--- config.mk ---
export PLATFORM = sky130hd
export DESIGN_NAME = calc_seq_ctrl
export DESIGN_NICKNAME = d
export VERILOG_FILES = /design/src/rtl/calc_seq_ctrl.sv
export SDC_FILE = /design/constraint.sdc
export NUM_CORES = 1
export LEC_CHECK = 0
export ABC_AREA = 1
export CAP_MARGIN = 20
export CORE_MARGIN = 5
export CORE_UTILIZATION = 60
export CTS_CLUSTER_DIAMETER = 30
export DETAILED_ROUTE_END_ITERATION = 8
export HOLD_SLACK_MARGIN = 0.12
export PLACE_DENSITY = 0.92
export SLEW_MARGIN = 5
export SYNTH_ARGS = -nofsm -noshare
export SYNTH_HDL_FRONTEND = slang
export SYNTH_HIERARCHICAL = 1
export SYNTH_SLANG_ARGS = --single-unit
--- constraint.sdc ---
create_clock -name clk -period 3.6 [get_ports clk]
set_input_delay 1.08 -clock clk [delete_from_list [all_inputs] [get_ports clk]]
set_output_delay 1.08 -clock clk [all_outputs]
set_load 0.005 [all_outputs]
--- src/rtl/calc_seq_ctrl.sv ---
// calc_seq_ctrl: sequencing controller for the calculator operand/result path.
//   Raw buttons -> 2-flop sync -> per-button debouncer lane -> prioritised
//   press -> operand-entry / compute FSM driving the A/B operand registers.
// Ports:
//   clk           system clock, rising edge
//   rst           synchronous active-low reset
//   btn_up/next/op/eq/clr  raw active-high buttons (async to clk)
//   state[5:0]    state code to operand registers (0..13)
//   U             one-cycle increment strobe
//   rst_o         one-cycle operand-register clear strobe
//   op[1:0]       0 ADD, 1 SUB, 2 MUL
//   result_valid  high while in S_SUM
// Optional feature: define CALC_AUTOREPEAT_EN to auto-repeat a held btn_up.

// One button lane: counts consecutive cycles of the level it is waiting for.
// Armed lanes wait for DBNC_CYCLES highs (then fire and disarm); disarmed
// lanes wait for DBNC_CYCLES lows (then re-arm). Reset leaves lanes disarmed
// so a button held through reset must be released first.
module calc_btn_lane #(
  parameter int DBNC_CYCLES = 4
) (
  input  logic clk,
  input  logic rst,
  input  logic i_lvl,
  output logic o_press
);
  localparam int CW = $clog2(DBNC_CYCLES);
  localparam logic [CW-1:0] C_LAST = CW'(DBNC_CYCLES - 1);

  logic [CW-1:0] r_cnt;
  logic          r_armed;
  logic          r_press;
  logic          w_match;

  assign w_match = r_armed ? i_lvl : ~i_lvl;

  always_ff @(posedge clk) begin
    if (!rst) begin
      r_cnt   <= '0;
      r_armed <= 1'b0;
      r_press <= 1'b0;
    end else begin
      r_press <= 1'b0;
      if (!w_match) begin
        r_cnt <= '0;
      end else if (r_cnt == C_LAST) begin
        r_cnt   <= '0;
        r_armed <= ~r_armed;
        r_press <= r_armed;
      end else begin
        r_cnt <= r_cnt + 1'b1;
      end
    end
  end

  assign o_press = r_press;
endmodule

module calc_seq_ctrl #(
  parameter int DBNC_CYCLES = 4,
  parameter int REP_DELAY   = 64,
  parameter int REP_PERIOD  = 16
) (
  input  logic       clk,
  input  logic       rst,
  input  logic       btn_up,
  input  logic       btn_next,
  input  logic       btn_op,
  input  logic       btn_eq,
  input  logic       btn_clr,
  output logic [5:0] state,
  output logic       U,
  output logic       rst_o,
  output logic [1:0] op,
  output logic       result_valid
);
  localparam int NB = 5;  // lane index: 0 up, 1 next, 2 op, 3 eq, 4 clr
  localparam logic [3:0] S_START = 4'd0,  S_SET_A = 4'd1,  S_SET_A_THUN = 4'd4,
                         S_SET_B = 4'd5,  S_SET_B_THUN = 4'd8,
                         S_ADD   = 4'd9,  S_SUB = 4'd10, S_SSUM = 4'd11,
                         S_MUL   = 4'd12, S_ALU = 4'd13;

  logic [NB-1:0] w_raw, r_sync1, r_sync2, w_press;
  logic [3:0]    r_state, w_state_nxt;
  logic [1:0]    r_op, w_op_nxt;
  logic          r_u, w_u_nxt, r_rsto, w_rsto_nxt;
  logic          w_in_a, w_in_b, w_in_set, w_up_evt, w_rep_press;

  assign w_raw = {btn_clr, btn_eq, btn_op, btn_next, btn_up};

  always_ff @(posedge clk) begin
    if (!rst) begin
      r_sync1 <= '0;
      r_sync2 <= '0;
    end else begin
      r_sync1 <= w_raw;
      r_sync2 <= r_sync1;
    end
  end

  calc_btn_lane #(.DBNC_CYCLES(DBNC_CYCLES)) u_lane [NB-1:0] (
    .clk(clk), .rst(rst), .i_lvl(r_sync2), .o_press(w_press)
  );

  assign w_in_a   = (r_state >= S_SET_A) && (r_state <= S_SET_A_THUN);
  assign w_in_b   = (r_state >= S_SET_B) && (r_state <= S_SET_B_THUN);
  assign w_in_set = w_in_a | w_in_b;
  assign w_up_evt = w_press[0] | w_rep_press;

`ifdef CALC_AUTOREPEAT_EN
  localparam int REP_MAX = (REP_DELAY > REP_PERIOD) ? REP_DELAY : REP_PERIOD;
  localparam int RW      = $clog2(REP_MAX + 1);
  logic [RW-1:0] r_rep_cnt;
  logic          r_rep_act;

  assign w_rep_press = r_rep_act && (r_rep_cnt == '0);

  // Armed by every accepted up (U strobe); first gap REP_DELAY, then
  // REP_PERIOD. A repeat held off by a higher-priority press stays pending.
  always_ff @(posedge clk) begin
    if (!rst) begin
      r_rep_act <= 1'b0;
      r_rep_cnt <= '0;
    end else if (!r_sync2[0] || !w_in_set || (w_state_nxt != r_state)) begin
      r_rep_act <= 1'b0;
    end else if (w_u_nxt) begin
      r_rep_act <= 1'b1;
      r_rep_cnt <= (w_rep_press && !w_press[0]) ? RW'(REP_PERIOD - 1)
                                                 : RW'(REP_DELAY - 1);
    end else if (r_rep_act && (r_rep_cnt != '0)) begin
      r_rep_cnt <= r_rep_cnt - 1'b1;
    end
  end
`else
  assign w_rep_press = 1'b0;
  // Repeat timing parameters have no effect in this build.
  if ((REP_DELAY < 1) || (REP_PERIOD < 1)) begin : g_rep_cfg
  end
`endif

  // State register
  always_ff @(posedge clk) begin
    if (!rst) begin
      r_state <= S_START;
      r_op    <= 2'd0;
      r_u     <= 1'b0;
      r_rsto  <= 1'b0;
    end else begin
      r_state <= w_state_nxt;
      r_op    <= w_op_nxt;
      r_u     <= w_u_nxt;
      r_rsto  <= w_rsto_nxt;
    end
  end

  // Next-state: automatic compute walk first, then at most one press,
  // highest priority first (clr > eq > op > next > up).
  always_comb begin
    w_state_nxt = r_state;
    w_op_nxt    = r_op;
    w_u_nxt     = 1'b0;
    w_rsto_nxt  = 1'b0;
    if (r_state > S_ALU)                                   w_state_nxt = S_START;
    else if (r_state == S_ALU)                             w_state_nxt = S_SSUM;
    else if ((r_state == S_ADD) || (r_state == S_SUB) ||
             (r_state == S_MUL))                           w_state_nxt = S_ALU;

    if (w_press[4]) begin
      w_state_nxt = S_START;
      w_rsto_nxt  = 1'b1;
      w_op_nxt    = 2'd0;
    end else if (w_press[3]) begin
      if (w_in_b) begin
        case (r_op)
          2'd1:    w_state_nxt = S_SUB;
          2'd2:    w_state_nxt = S_MUL;
          default: w_state_nxt = S_ADD;
        endcase
      end
    end else if (w_press[2]) begin
      if (w_in_a)      w_state_nxt = S_SET_B;
      else if (w_in_b) w_op_nxt    = (r_op == 2'd2) ? 2'd0 : r_op + 2'd1;
    end else if (w_press[1]) begin
      if (r_state == S_START) begin
        w_state_nxt = S_SET_A;
      end else if (w_in_a) begin
        w_state_nxt = (r_state == S_SET_A_THUN) ? S_SET_A : r_state + 4'd1;
      end else if (w_in_b) begin
        w_state_nxt = (r_state == S_SET_B_THUN) ? S_SET_B : r_state + 4'd1;
      end else if (r_state == S_SSUM) begin
        w_state_nxt = S_SET_A;
        w_rsto_nxt  = 1'b1;
        w_op_nxt    = 2'd0;
      end
    end else if (w_up_evt) begin
      w_u_nxt = w_in_set;
    end
  end

  // Outputs
  always_comb begin
    state        = {2'b00, r_state};
    U            = r_u;
    rst_o        = r_rsto;
    op           = r_op;
    result_valid = (r_state == S_SSUM);
  end
endmodule

## Yosys cells after proc, flatten, opt, wreduce, memory -nomap -nowiden

Index checks and enable logic that the tools add are counted.

- Register bits: 38

- Add/subtract/negate cells: 7
- Magnitude comparators: 5
- Equality and inequality tests: 20
- Muxes and demuxes: 37
- Bitwise logic cells: 19
- Reduce and logical (&&, ||, !) cells: 24

Operators by type and width:

| operator | count |
|---|---|
| 4-bit two-way mux | 14 |
| 4-bit == test, second input constant | 6 |
| 2-bit two-way mux | 9 |
| 1-bit inverter | 18 |
| 3-bit AND reduction | 5 |
| 3-bit OR reduction | 5 |
| 1-bit two-way mux | 13 |
| 2-bit by 1-bit adder with 2-bit output, second input constant | 6 |
| 2-bit == test, second input constant | 6 |
| 2-bit AND reduction | 5 |
| 8-bit AND reduction | 1 |
| 3-bit case mux with 2 select lines | 1 |
| 6-bit OR reduction | 1 |
| 4-bit by 1-bit adder with 4-bit output, second input constant | 1 |
| 4-bit by 3-bit == test with 1-bit output, second input constant | 1 |
| 4-bit by 1-bit greater-or-equal comparator with 1-bit output, second input constant | 1 |
| 4-bit by 3-bit greater-or-equal comparator with 1-bit output, second input constant | 1 |
| 4-bit > comparator, second input constant | 1 |
| 4-bit by 3-bit less-or-equal comparator with 1-bit output, second input constant | 1 |
| 4-bit less-or-equal comparator, second input constant | 1 |
| 4-bit logical NOT | 1 |
| 2-bit by 1-bit inequality test with 1-bit output, second input constant | 2 |
| 2-bit inequality test, second input constant | 2 |
| 4-bit inequality test, second input constant | 1 |
| other kinds (7) | 9 |

## Logic depth before layout (Yosys ltp)

Gate-level depths: netlist of run 1.

- Word-level depth: 13
- Depth in mapped cells: 13
- Depth with buffers taken out: 13

## Hierarchy

Netlist of run 1, hierarchy kept.

Modules (own cells, without submodules):

| module | instances | cells an instance | area an instance (um^2) | seq. area each (um^2) |
|---|---|---|---|---|
| calc_seq_ctrl | 1 | 178 | 1237.4 | 360.3 |
| calc_btn_lane | 5 | 18 | 148.9 | 80.1 |

## Least setup slack after synthesis of run 1

OpenSTA, ideal clock, no wires.

- Path kind: register to output
- Start point: register r_state[0]
- End point: output result_valid
- Arrival time: 0.790 ns
- Required time: 2.520 ns
- Path slack: 1.730 ns
- Stages on the path, launching flop included: 4
- Buffers on the path: 0
- Cell sequence: dfxtp_1 -> ha_1 -> nand2_1 -> inv_1

- Cells in the longest elaborated chain, start to end: 1

RTL lines:

| element | RTL line | text |
|---|---|---|
| from (decl) | 84 | `logic [3:0] r_state, w_state_nxt;` |
| from (signal assigned) | 149 | `r_state <= w_state_nxt;` |
| 4-bit == test | 206 | `result_valid = (r_state == S_SSUM);` |
| to (decl) | 75 | `output logic result_valid` |

Every way passes these cells.

## Worst setup path in the final report of run 1

- Start point: register r_state[3]
- End point: output result_valid

Same word-level chain as after synthesis.

==> results of run 1 <==
-- cells in the final DEF (no fill, tap or decap) --
cell and n:
a21oi_1 13, a21oi_2 5, a31oi_1 3, buf_4 1, bufinv_16 1, clkbuf_4 5
clkbuf_8 1, clkdlybuf4s50_1 15, conb_1 2, dfxtp_1 38, ha_1 14, inv_1 35
inv_2 8, inv_6 2, nand2_1 67, nand2_2 6, nand2_4 2, nand3_1 8
nand4_1 3, nor2_1 26, nor2_2 3, nor2_4 5, nor2_8 1, nor3_1 1
nor3_4 1, o211ai_1 1, o21ai_0 14, o21ai_1 4, xnor2_1 1
-- worst paths after layout --
check / from / endpoint / slack [ps] / cells past startpoint
worst max-delay path: r_state[3] / result_valid / 730 / 5
worst min register to register: r_sync1[4] / r_sync2[4] / 420 / 2
worst min-delay path: r_sync1[4] / r_sync2[4] / 420 / 2
worst max register to register: r_state[1] / r_state[2] / 1720 / 10
-- metal layers --
layer	part of all wire	routed length [µm]	vias to the layer above	global-route usage
li1	-	-	858	-
met1	0.39	1471	742	0.1934
met2	0.54	2003	51	0.3463
met3	0.053	198	7	0.04659
met4	0.016	61	0	0.09367
met5	0	0	-	0
-- through the flow --
| stage | std cells | setup slack (ps) | util | cell area (µm²) | total power, µW |
|---|---|---|---|---|---|
| after floorplan | 269 | 1730 | - | 1986 | 537.8 |
| after global placement | 323 | 1031 | 0.6940 | 2153 | 553.3 |
| after detailed placement | 323 | 959.6 | 0.6940 | 2153 | 563.2 |
| after CTS | 330 | 716.2 | 0.7202 | 2235 | 847.9 |
| after global routing | 330 | 608.8 | 0.7202 | 2235 | 887.6 |
| final | 330 | 727.7 | 0.7202 | 2235 | 842.0 |
-- registers in the layout, indices dropped and copies added, names as in the netlist --
signal and count:
rst_o 1, u_lane/r_armed 5, op 2, u_lane/o_press 5, U 1, r_sync2 5, r_sync1 5, u_lane/r_cnt 10
r_state 4
-- cell type report --
| class | count | area (µm²) |
|---|---|---|
| clock buffer | 6 | 51.30 |
| clock inverter | 1 | 30.03 |
| fill | 263 | 868.3 |
| inverter | 45 | 178.9 |
| multi-input combinational | 180 | 1001 |
| sequential | 38 | 760.7 |
| tap | 44 | 55.05 |
| timing repair buffer | 16 | 157.7 |
-- worst max-delay path, stage by stage (launching register included) --
cell and delay (ps):
dfxtp_1 620, nand2_4 110, inv_2 80, nand2_1 80, inv_1 70, clkdlybuf4s50_1 490
-- kinds of logic after synthesis --
logic type      after synthesis  share of synthesized area
buf+inv                      51                     0.1130
compound gates               40                     0.1136
simple gates                123                     0.2948
flops                        38                     0.3838
fa+ha+maj                    14                    0.08838
xor+xnor                      1                   0.004420
other cells                   1                   0.001892
-- where the power goes --
| group | switching, µW | leakage, µW | internal, µW | total, µW |
|---|---|---|---|---|
| Sequential | 16.6 | 0.000311 | 454 | 470 |
| Clock | 128 | 0.0000443 | 162 | 290 |
| Combinational | 45.3 | 0.000727 | 36.8 | 82.2 |
==> metrics.md, run 1 <==
| Metric | Value |
|---|---|
| Final WL | 3.735 mm |
| CTS Hold Bufs | 0 |
| Post-synth top area share | 0.3838 |
| Post-synth EDFFs | 0 |
| Routed len/inst | 11.32 µm |
| Die area | 4553 µm² |
| RSZ-0062 raised after global routing | false |
| Std-Cell Rows | 20 |
| Lkg Pwr | 0.001082 µW |
| Starting Density | 0.6387 |
| Async SR Flop Fraction | 0 |
| Detailed router's first-iteration violation count | 127 |
| Outcome | complete, no violations |
| IO Count | 18 |
| Crit-path max FO | 9 |
| Worst setup path class | register to output port |
| Max-slew headroom | 0.5618 |
| Worst slew pin tran | 655.2 ps |
| Total track usage | 0.1874 |
| Final min period | 2872 ps |
| Clock skew after layout | 4.841 ps |
| Most common cell in the synthesized netlist | nand2_1 |
| TritonCTS clock tree | built |
| Via/cell ratio | 5.024 |
| CTS Root Cell | clkbuf_4 |
| Yosys reg bits | 38 |
| Number of setup violations in the final report | 0 |
| Crit end category | output port |
| Core area | 3103 µm² |
| Avg Cell Area, Syn | 7.395 µm² |
| Most used DFF post-synth | dfxtp_1 |
| Fraction of layout cells with a size suffix above 1 | 0.1434 |
| Final hold slack | 422.9 ps |
| Worst-Skew Late Latency | 340 ps |
| Peak supply drop | 302.4 µV |
| Synth top area cells | dfxtp_1 (38%), nand2_1 (13%), ha_1 (8.8%), inv_1 (6.6%), nor2_1 (4.9%) |
| Worst Setup Start Kind | register |
| # DRC | 0 |
| Clk sinks | 38 |
| Initial antenna violation count | 0 |
| Number of post-CTS setup repair buffers | 0 |
| Max Cap Viol | 0 |
| Final HPWL DP | 2.929 mm |
| Inserted Diodes | 0 |
| P per Cell Area | 376.8 nW/µm² |
| Largest net degree at the start of global routing | 22 |
| Cell Area, Synth | 1982 µm² |
| Fin crit share | 0.7979 |
| FMAX | 0.3482 GHz |
| Most common library cells after synthesis | nand2_1 (67), dfxtp_1 (38), inv_1 (35) |
| Clock slew at reported path FFs | 100 ps |
| Synth Instances | 268 |
| Area grow syn2layout | 12.75% |
| Yosys synthesis warning count | 6 |
| CP Data Arrival Time | 1790 ps |
| Congestion Overflow GR | 0 |
| Data required, critical path | 2520 ps |
| Slew Limit Fails | 0 |
| Final ANT Viol Nets | 0 |
| Die width | 67.48 µm |
| Global-route wire length before repair | 6.251 mm |
| Vias | 1,658 |
| Hold Fails Final Rpt | 0 |
| Post_cts resized | 0 |
| Total negative slack | 0 ps |
| CTS HTree Levels | 2 |
| Routability Congestion | 0.9397 |
| Worst hold path type | register to register |
| Die Ht | 67.48 µm |
| Fin nets | 307 |
| Yosys cell types | 27 |
| Max clock buf depth | 2 |
| Yosys top cell by area | dfxtp_1 |
| Post-synthesis sequential area ratio | 0.3838 |
| Detailed Routing Iterations Pass 1 | 4 |
| Port Buf Inserts | 15 |
| CTS buffer count | 5 |
| Vias in the first global route | 1,527 |
Power figures use the tool's default switching activity.
==> run 2, diff against run 1 <==
CORE_UTILIZATION = 51   (was 60)
PLACE_DENSITY = 0.84   (was 0.92)
clock period = 2.5 ns   (was 3.6 ns; I/O delays follow)
==> run 2 against run 1 <==
Against the previous run: first-iteration DRC count down 42%; cell count increased by 2.1%; flip-flop and latch count unchanged; wire length is 3.4% lower; die area rose by 15%; sequential share of layout area down 0.49 points; combinational power increased by 39%; power grew 44%; final area increased by 1.5%.
==> metrics.md, run 2 (synthesis results as in run 1) <==
| Metric | Value |
|---|---|
| Final ANT Viol Nets | 0 (unchanged) |
| Port Buf Inserts | 15 (unchanged) |
| Number of post-CTS setup repair buffers | 0 (unchanged) |
| Largest net degree at the start of global routing | 26 (+18%) |
| R2r setup slk | 650 ps (-1070 ps) |
| Crit-path max FO | 6 (-3) |
| P per Cell Area | 536.6 nW/µm² (+42%) |
| CTS Root Cell | clkbuf_8 |
| # fillers | 331 (+26%) |
| Worst Hold Path EP | r_sync2[4] |
| Worst-path cell chain | ha_2, nand2_1, inv_1, clkdlybuf4s50_1 |
| Die area | 5233 µm² (+15%) |
| CTS HTree Levels | 2 (unchanged) |
| Final WL | 3.607 mm (-3.4%) |
| Area grow syn2layout | 14.39% |
| Worst-Skew Late Latency | 290 ps (-50 ps) |
| Lkg Pwr | 0.001094 µW (+1.1%) |
| DP Area | 2173 µm² (+0.93%) |
| CP Data Arrival Time | 1650 ps (-140 ps) |
| Total track usage | 0.1505 (-0.03692) |
| Die Ht | 72.34 µm (+7.2%) |
| Final min period | 2403 ps |
| CTS buffer count | 5 (unchanged) |
| Std-Cell Rows | 22 (+10%) |
| Slew Limit Fails | 0 (unchanged) |
| Worst Hold Depth | 2 (unchanged) |
| Fin nets | 309 (+0.65%) |
| IO Count | 18 (unchanged) |
| Routability Congestion | 0.8932 (-4.9%) |
| Vias | 1,633 (-1.5%) |
| Crit path max-delay cell type | clkdlybuf4s50_1 |
| Global-route wire length before repair | 6.272 mm (+0.34%) |
| CTS Hold Bufs | 0 (unchanged) |
| Commonest non-fill, non-tap cells in the layout | nand2_1 (67), dfxtp_1 (38), inv_1 (35) |
| FMAX | 0.4161 GHz |
| Clock skew after layout | 10.90 ps (+6.061 ps) |
| Reg2Reg Launch Point | r_state[0] |
| Core area | 3716 µm² (+20%) |
| Routed len/inst | 10.70 µm (-5.4%) |
| HP Start | r_sync1[4] |
| # DRC | 0 (unchanged) |
| RSZ-0062 raised after global routing | false |
| Worst r2r dst | op[0] |
| Worst stage delay on the critical path | 490 ps (-130 ps) |
| Clock slew at reported path FFs | 80 ps (-20 ps) |
| Congestion Overflow GR | 0 (unchanged) |
| Post-route cell area | 2267 µm² (+1.5%) |
| Via/cell ratio | 4.846 (-3.6%) |
| Fraction of layout cells with a size suffix above 1 | 0.1522 (+0.008892) |
| Starting Density | 0.5333 (-0.1054) |
| Max FFs per register | 10 (unchanged) |
| Worst Setup Start Kind | register |
| Final hold slack | 413.3 ps (-9.568 ps) |
| Final HPWL DP | 2.867 mm (-2.1%) |
| Max Cap Viol | 0 (unchanged) |
| Utilization after layout | 0.6101 (-0.1101) |
| Die width | 72.34 µm (+7.2%) |
| Detailed router's first-iteration violation count | 74 (-42%) |
| Multi-input gate area | 1003 µm² (+0.25%) |
| Outcome | complete, no violations |
| Detailed Routing Iterations Pass 1 | 4 (unchanged) |
| Fin crit share | 0.9613 |
| Total negative slack | 0 ps (unchanged) |
| TritonCTS clock tree | built |
| Largest Register | u_lane/r_cnt |
| Initial antenna violation count | 0 (unchanged) |
| Data required, critical path | 1750 ps (-770 ps) |
| R2R depth | 10 (unchanged) |
| Inserted Diodes | 0 (unchanged) |
| Peak supply drop | 475.0 µV (+57%) |
| Vias in the first global route | 1,549 (+1.4%) |
| Max clock buf depth | 2 (unchanged) |
| Worst hold path type | register to register |
| Clk sinks | 38 (unchanged) |
| Flip-flop and latch area | 760.7 µm² (unchanged) |
| Worst setup path class | register to output port |
| Hold Fails Final Rpt | 0 (unchanged) |
| Most common cell after layout, fill and taps aside | nand2_1 |
| Number of setup violations in the final report | 0 (unchanged) |
| Crit end category | output port |
-- run 2: cell count changes in the layout (fill, tap and decap cells not counted), sizes merged --
cell,before,now
buf,1,3
bufinv,1,0
clkbuf,6,7
clkinv,0,1
-- run 2: per-stage QoR --
stage,power [µW],std cells,worst slack [ps]
after floorplan,774.5,269,899.1
after global placement,796.1,329,470.5
after detailed placement,806.2,329,389.4
after CTS,1233,337,57.93
after global routing,1278,337,26.72
final,1217,337,96.73
-- run 2: repair_timing --
item | CTS | global route
endpoints found under the hold margin | 0 | 0
setup endpoints to repair | 0 | 1
gates resized for setup | 0 | 1
-- run 2: final cells by class --
cell class | instances | share of cell area
Tap cell | 48 | 0.02649
Sequential cell | 38 | 0.3355
Timing Repair Buffer | 18 | 0.07616
Inverter | 45 | 0.07892
Clock buffer | 7 | 0.03808
Clock inverter | 1 | 0.002208
Multi-Input combinational cell | 180 | 0.4426
-- run 2: layer usage --
layer	track usage	up-vias	share of wire
li1	-	862	-
met1	0.1619	726	0.42
met2	0.2770	38	0.52
met3	0.03878	7	0.047
met5	0	-	0
met4	0.06054	0	0.013
-- run 2: worst max-delay path by stage --
stage / slack (ps) / from / endpoint
3_5_place_dp: 390 / r_state[0] / result_valid
5_1_grt: 30 / r_state[0] / result_valid
6_report: 100 / r_state[0] / result_valid
4_1_cts: 60 / r_state[0] / result_valid
3_3_place_gp: 470 / r_state[0] / result_valid
2_1_floorplan: 900 / r_state[0] / op[0]
-- run 2: where the power goes --
part | leakage [µW] | internal (µW) | switching (µW)
combinational | 0.000735 | 51.9 | 62.0
sequential | 0.000311 | 654 | 23.3
clock | 0.0000482 | 222 | 204
-- run 2: worst max-delay path, delay by kind of cell (launching register included) --
family | cells | cell delay (ps)
buffers and inverters | 2 | 560
DFF | 1 | 440
adders and majority gates | 1 | 260
and+or+nand+nor | 1 | 110
